===== src/rtl/uart_tx_fifo.sv =====
// Buffered 8N1 UART transmitter: valid/ready byte push into a circular FIFO,
// serialised LSB-first at CLKS_PER_BIT clocks per bit with back-to-back frames.
module uart_tx_fifo #(
  parameter int CLKS_PER_BIT = 16,
  parameter int FIFO_DEPTH   = 8,
  parameter int STOP_BITS    = 1
) (
  input  logic                          clock,
  input  logic                          resetb,
  input  logic                          wr_valid,
  input  logic [7:0]                    wr_data,
  output logic                          wr_ready,
  input  logic                          tx_en,
  output logic                          tx,
  output logic                          tx_oeb,
  output logic                          busy,
  output logic [$clog2(FIFO_DEPTH):0]   level
);
  localparam int AW = $clog2(FIFO_DEPTH);
  localparam int CW = 17;
  localparam logic [CW-1:0] BIT_LAST  = CW'(CLKS_PER_BIT - 1);
  localparam logic [CW-1:0] STOP_LAST = CW'(STOP_BITS * CLKS_PER_BIT - 1);

  typedef enum logic [1:0] {IDLE, START, DATA, STOP} state_t;

  state_t        r_state, w_state_n;
  logic [AW:0]   r_wptr, r_rptr;
  logic [7:0]    r_mem [FIFO_DEPTH];
  logic [CW-1:0] r_cnt, w_cnt_n;
  logic [2:0]    r_bit, w_bit_n;
  logic [7:0]    r_shift, w_shift_n;
  logic          r_tx, w_tx_n;
  logic          r_oeb;
  logic [AW:0]   w_level;
  logic          w_full, w_empty, w_push, w_pop;

  // Pointers carry a wrap bit, so occupancy is a plain difference.
  assign w_level  = r_wptr - r_rptr;
  assign w_full   = (w_level == (AW+1)'(FIFO_DEPTH));
  assign w_empty  = (w_level == '0);
  assign w_push   = wr_valid & wr_ready;

  assign wr_ready = ~r_oeb & ~w_full;
  assign tx       = r_tx;
  assign tx_oeb   = r_oeb;
  assign busy     = (r_state != IDLE) | ~w_empty;
  assign level    = w_level;

  always_comb begin
    w_state_n = r_state;
    w_cnt_n   = r_cnt + 1'b1;
    w_bit_n   = r_bit;
    w_shift_n = r_shift;
    w_pop     = 1'b0;
    case (r_state)
      IDLE: begin
        w_cnt_n = '0;
        if (tx_en && !w_empty) begin
          w_pop     = 1'b1;
          w_shift_n = r_mem[r_rptr[AW-1:0]];
          w_state_n = START;
        end
      end
      START: if (r_cnt == BIT_LAST) begin
        w_cnt_n   = '0;
        w_bit_n   = '0;
        w_state_n = DATA;
      end
      DATA: if (r_cnt == BIT_LAST) begin
        w_cnt_n   = '0;
        w_shift_n = {1'b0, r_shift[7:1]};
        w_bit_n   = r_bit + 3'd1;
        if (r_bit == 3'd7) w_state_n = STOP;
      end
      STOP: if (r_cnt == STOP_LAST) begin
        w_cnt_n = '0;
        // Pop on the last stop cycle so the next start bit follows with no gap.
        if (tx_en && !w_empty) begin
          w_pop     = 1'b1;
          w_shift_n = r_mem[r_rptr[AW-1:0]];
          w_state_n = START;
        end else begin
          w_state_n = IDLE;
        end
      end
      default: w_state_n = IDLE;
    endcase
    case (w_state_n)
      START:   w_tx_n = 1'b0;
      DATA:    w_tx_n = w_shift_n[0];
      default: w_tx_n = 1'b1;
    endcase
  end

  always_ff @(posedge clock) begin
    if (!resetb) begin
      r_state <= IDLE;
      r_cnt   <= '0;
      r_bit   <= '0;
      r_shift <= '0;
      r_tx    <= 1'b1;
      r_oeb   <= 1'b1;
      r_wptr  <= '0;
      r_rptr  <= '0;
    end else begin
      r_state <= w_state_n;
      r_cnt   <= w_cnt_n;
      r_bit   <= w_bit_n;
      r_shift <= w_shift_n;
      r_tx    <= w_tx_n;
      r_oeb   <= 1'b0;
      if (w_push) r_wptr <= r_wptr + 1'b1;
      if (w_pop)  r_rptr <= r_rptr + 1'b1;
    end
  end

  always_ff @(posedge clock) begin
    if (w_push) r_mem[r_wptr[AW-1:0]] <= wr_data;
  end
endmodule

===== config.mk =====
export PLATFORM = sky130hd
export DESIGN_NAME = uart_tx_fifo
export DESIGN_NICKNAME = d
export VERILOG_FILES = /design/src/rtl/uart_tx_fifo.sv
export SDC_FILE = /design/constraint.sdc
export NUM_CORES = 1
export LEC_CHECK = 0
export CAP_MARGIN = 20
export CORE_MARGIN = 5
export CORE_UTILIZATION = 45
export DETAILED_ROUTE_END_ITERATION = 6
export RECOVER_POWER = 25
export SYNTH_ARGS = -nofsm -noshare
export SYNTH_HDL_FRONTEND = slang
export SYNTH_SLANG_ARGS = --single-unit

===== constraint.sdc =====
create_clock -name clock -period 5.5 [get_ports clock]
set_clock_uncertainty 0.1 [all_clocks]
set_input_delay 1.1 -clock clock [delete_from_list [all_inputs] [get_ports clock]]
set_output_delay 1.1 -clock clock [all_outputs]
set_load 0.02 [all_outputs]

== Word-level counts from Yosys, hierarchy flattened ==
Memories as Yosys holds them, arrays and structs flattened. A register that Yosys moved wholly into a read port is not among the register bits.
Cells that the tools add are included.

* Bits of input ports: 12
* Bits in latches: 0
* Memory bits (writable): 64
* Bits in read-only memories: 0
* Bits in registers: 40
* Memories kept: 1
* Logic and storage cells: 67

{| class="wikitable"
|+ Memories
! name !! words !! bits a word !! rd ports !! clocked after memory_dff !! wr ports !! RTL line !! source
|-
| r_mem || 8 || 8 || 1 || 1 || 1 || 28 || <nowiki>logic [7:0] r_mem [FIFO_DEPTH];</nowiki>
|}

* Multiply operators: 0
* Equality and inequality tests: 11
* Muxes and demuxes: 25
* $lt $le $gt $ge: 0
* Div/mod/pow operators: 0
* Shift-type cells: 0
* Reductions and logical operators: 10
* Bitwise gates (word level): 6
* Add/subtract/negate cells: 5

{| class="wikitable"
|+ Operators with widths
! cell !! number
|-
| $pmux 17 s2 || 1
|-
| $mux 8 || 3
|-
| $pmux 8 s3 || 1
|-
| $add 17x1->17 const B || 1
|-
| $eq 17x4->1 const B || 1
|-
| $mux 17 || 1
|-
| $mux 3 || 4
|-
| $mux 2 || 5
|-
| $add 4x1->4 const B || 2
|-
| $pmux 2 s4 || 1
|-
| $eq 2x2->1 const B || 3
|-
| $mux 1 || 6
|-
| $ne 2x2->1 const B || 3
|-
| $pmux 3 s2 || 1
|-
| $reduce_and 3->1 || 2
|-
| $eq 2x1->1 const B || 2
|-
| $eq 4x4->1 const B || 1
|-
| $logic_not 4->1 || 1
|-
| $pmux 1 s2 || 2
|-
| $reduce_bool 2->1 || 2
|-
| $sub 4x4->4 || 1
|-
| $add 3x1->3 const B || 1
|-
| $eq 3x3->1 const B || 1
|-
| $not 1->1 || 3
|-
| 7 further kinds || 8
|}

== Longest topological paths before layout ==
* Depth after elaboration: 9
* Depth in mapped cells: 11
* Gate-level depth less buffers: 11

== Worst setup path after synthesis ==
Ideal clock, no wire load.

* Path type: register to output
* From: register r_wptr[0]
* To: output busy
* Path buffers: 0
* Slack: 2274 ps
* Data arrival time: 2026 ps
* Stages on the path, launching flop included: 8
* Cells stage by stage: dfxtp_1 > inv_1 > ha_1 > inv_1 > fa_1 > or3_1 > nor2_1 > nand2_1

* Cells in the longest elaborated chain, start to end: 4

{| class="wikitable"
|+ RTL lines
! element !! RTL line !! source
|-
| start, declared || 27 || <nowiki>logic [AW:0] r_wptr, r_rptr;</nowiki>
|-
| start signal, assigned || 112 || <nowiki>if (w_push) r_wptr <= r_wptr + 1'b1;</nowiki>
|-
| $sub 4x4->4 || 38 || <nowiki>assign w_level = r_wptr - r_rptr;</nowiki>
|-
| named net level[1] || 17 || <nowiki>output logic [$clog2(FIFO_DEPTH):0] level</nowiki>
|-
| $logic_not 4->1 || 40 || <nowiki>assign w_empty = (w_level == '0);</nowiki>
|-
| $not 1->1 || 46 || <nowiki>assign busy = (r_state != IDLE) | ~w_empty;</nowiki>
|-
| $or 1x1->1 || 46 ||
|-
| end, declared || 16 || <nowiki>output logic busy,</nowiki>
|}

The timed path passes the listed nets, and every way through them passes these cells.

== Final worst setup path ==
* From: register r_wptr[0]
* To: output busy

* Cells in the longest elaborated chain, start to end: 4

{| class="wikitable"
|+ RTL lines
! element !! RTL line
|-
| $sub 4x4->4 || 38
|-
| $logic_not 4->1 || 40
|-
| $not 1->1 || 46
|-
| $or 1x1->1 || 46
|}

Every way passes these cells.

==> impl_metrics.yaml <==
outcome:
  outcome: "finished, final reports clean"
worst_setup_path:
  required_ps: 4300
  crit_path_max_fanout: 7
  r2r-start: "r_wptr[0]$_SDFFE_PN0P_"
  worstSetupStartpointType: "flop"
  r2r_cells: 9
  crit_type: "flop to output pin"
  endpoint_kind: "output pin"
  rrSetupSlack_ps: 2250
  worstPathArrival_ps: 2950
  r2r_end: "tx$_SDFF_PN1_"
pwr:
  p_leak_nw: 1.70
  p_switching_mw: 0.622
  powerDensity_mw_per_mm2: 376
  p_int_mw: 1.33
  pwr-share-comb_pct: 26.4
  peakVddDrop_mv: 0.254
  clock_power_share_pct: 25.1
  power_frac_seq_pct: 48.5
  p_sw_share_pct: 31.8
route:
  dr.pass1.iters: 4
  remaining_drc_errors: 0
  avgRoutedWirePerCell_um: 15.9
  vias: 2708
  drtIter0Drc: 159
  via_per_inst: 5.19
  drt-total-wl_mm: 8.32
  antenna_left: 0
clock_tree:
  post-cts-setup-buffers: 0
  cts_tree: "built"
  post_cts_resize_count: 0
  numCtsBuffers: 9
  clkTransAtPathRegs_ps: 110
  h-tree-depth: 3
  clockRootBuffer: "clkbuf_8"
  clock_path_buffers: 2
  clock_sink_count: 107
  ctsHoldBuffers: 0
  clk_latency_ps: 380
die:
  die_w_um: 111
  start_util_pct: 45.4
  die_area_mm2: 0.0124
  io_pins: 20
  die_h_um: 111
  core_mm2: 0.0102
  row_count: 37
synth:
  ys.flop_type: "edfxtp_1"
  synth_cells: 357
  synth-edff-count: 64
  synth_seq_cells: 107
  syn_area_mm2: 0.00462
  yosysSeqAreaShare_pct: 60.2
  async_reset_ff_share_pct: 0
  synth_cell_types: 47
  ys_warn_count: 0
  syn_nets: 383
  postSynthAreaPerCell_um2: 12.9
placed_design:
  place_ws_ps: 1750
  place.gp.congestion: 0.742
  dpl.hpwl_mm: 5.56
  io_buffers: 19
  placed_area_mm2: 0.00496
timing:
  rsz0062_at_grt: "no"
  fmax_ghz: 0.241
  slew_violations: 0
  relSlewSlack_pct: 37.8
  hold_viol_final: 0
  period_share_pct: 75.4
  tns_ps: 0
  fin_ws_ps: 1350
  tightest_slew_ps: 930
  finalCriticalPeriod_ps: 4150
  hold-worst-slack_ps: 377
  setup_violations: 0
global_routing:
  grt_pass1_wl_mm: 14.0
  grt.overflow.total: 0
  grt_max_degree: 27
  grt_pass1_vias: 2757
  grtUsageTotal_pct: 14.4
  antenna_found_initial: 0
final_layout:
  post-route-util_pct: 51.0
  drive_above_1_share_pct: 12.2
  nets: 407
  n_antenna_cell: 0
  multiInputGateArea_mm2: 0.00175
  register_area_mm2: 0.00278
  fin_area_mm2: 0.00520
  area_growth_pct: 12.5
  fillCellCount: 893
job:
  max_cap_violations: 0
worst_hold_path:
  whs_path_depth: 2
  worstHoldEndpoint: "r_bit[2]$_SDFFE_PN0P_"
  hp-start: "r_bit[2]$_SDFFE_PN0P_"
  min_path_type: "flop to flop"
==> layout make-up <==
class / instances / area share (%)
tap: 136 / 3.27
multi-input combinational: 226 / 33.6
timing repair buffer: 23 / 4.62
sequential: 107 / 53.5
clock inverter: 5 / 1.03
inverter: 14 / 1.01
clock buffer: 11 / 2.94
==> worst max-delay path by stage <==
| stage | start | to | slack [ps] | depth (start not counted) |
|---|---|---|---|---|
| after floorplan | r_wptr[0]$_SDFFE_PN0P_ | busy | 2270 | 7 |
| after global placement | r_wptr[0]$_SDFFE_PN0P_ | busy | 1800 | 8 |
| after detailed placement | r_wptr[0]$_SDFFE_PN0P_ | busy | 1750 | 8 |
| after CTS | r_wptr[0]$_SDFFE_PN0P_ | busy | 1310 | 8 |
| after global routing | r_wptr[0]$_SDFFE_PN0P_ | busy | 1160 | 8 |
| final | r_wptr[0]$_SDFFE_PN0P_ | busy | 1350 | 8 |
==> layer usage <==
layer  GRT usage (%)  vias to the layer above  wire length [um]
met3            4.02                        9               250
met1            18.7                     1303              3860
li1                -                     1363                 -
met2            23.4                       33              4070
met4            4.87                        0               132
met5               0                        -                 0
==> synth_stat cells (all sizes together) (2+ instances only) <==
cell type	number	share of area [%]
a21oi	15	1.7
a22oi	6	0.97
buf	5	0.54
clkbuf	5	0.41
dfxtp	43	19
edfxtp	64	42
ha	13	3.5
inv	13	1.1
mux2	2	0.49
mux2i	9	1.9
mux4	16	7.8
nand2	20	1.7
nand2b	3	0.41
nand3	9	1.1
nand4	6	0.81
nor2	59	4.8
nor3	13	2.1
nor4	4	0.68
o22ai	6	0.81
o31ai	2	0.62
or3	2	0.27
xnor2	10	1.9
xor2	14	2.7
==> metrics by stage <==
step / total power, mW / cells
2_1_floorplan: 1.33 / 357
3_3_place_gp: 1.47 / 505
3_5_place_dp: 1.48 / 505
4_1_cts: 1.97 / 521
5_1_grt: 2.07 / 522
6_report: 1.95 / 522
==> power by group through the flow <==
stage / sequential [mW] / combinational [mW] / clock (mW)
final: 0.948 / 0.516 / 0.490
after global routing: 0.956 / 0.574 / 0.537
after CTS: 0.961 / 0.500 / 0.507
after detailed placement: 0.979 / 0.498 / 0
after global placement: 0.977 / 0.496 / 0
after floorplan: 0.951 / 0.381 / 0
==> layout by cell type, fill, tap and decap left out, types with 2 or more instances in the layout <==
master | synthesis | final
a21oi_1 | 14 | 14
edfxtp_1 | 64 | 64
xnor2_1 | 10 | 10
nor4_1 | 3 | 3
nand2_1 | 19 | 19
o22ai_1 | 6 | 6
nor3_1 | 10 | 9
or3_1 | 2 | 2
mux2i_1 | 9 | 9
dfxtp_1 | 43 | 43
nand4_1 | 6 | 6
nor3_4 | 3 | 3
buf_4 | 0 | 3
nor2_1 | 59 | 59
inv_6 | 0 | 2
clkbuf_8 | 0 | 9
inv_1 | 13 | 13
nand2b_1 | 3 | 3
xor2_1 | 14 | 14
clkdlybuf4s50_1 | 0 | 13
a22oi_1 | 6 | 6
mux2_2 | 2 | 2
mux4_2 | 16 | 16
nand3_1 | 8 | 8
ha_1 | 13 | 13
dlygate4sd3_1 | 0 | 6
==> flip-flops by register name, summed over array words and instances (netlist names), named ones only <==
register	count
r_bit	3
r_cnt	17
r_mem	64
r_rptr	4
r_shift	8
r_state	2
r_wptr	4
tx	1
tx_oeb	1
==> kinds of logic (layout without fill, tap and decap cells) <==
group | count (synthesis) | in the layout | synth area share [%]
AO/OA/AOI/OAI | 41 | 41 | 6.47
AND/OR/NAND/NOR | 120 | 120 | 12.5
XOR/XNOR | 24 | 24 | 4.55
buffers and inverters | 24 | 53 | 2.08
multiplexers | 27 | 27 | 10.2
flip-flops | 107 | 107 | 60.2
adder cells (fa/ha/maj) | 14 | 14 | 3.95
==> critical path, cell delays in order (launching register included) <==
cell             delay (ps)
dfxtp_1                 480
inv_1                   110
ha_1                    230
inv_1                    70
fa_1                    420
or3_1                   470
nor2_1                  170
nand2_1                  80
clkdlybuf4s50_1         550
(Power assumes the default switching activity.)
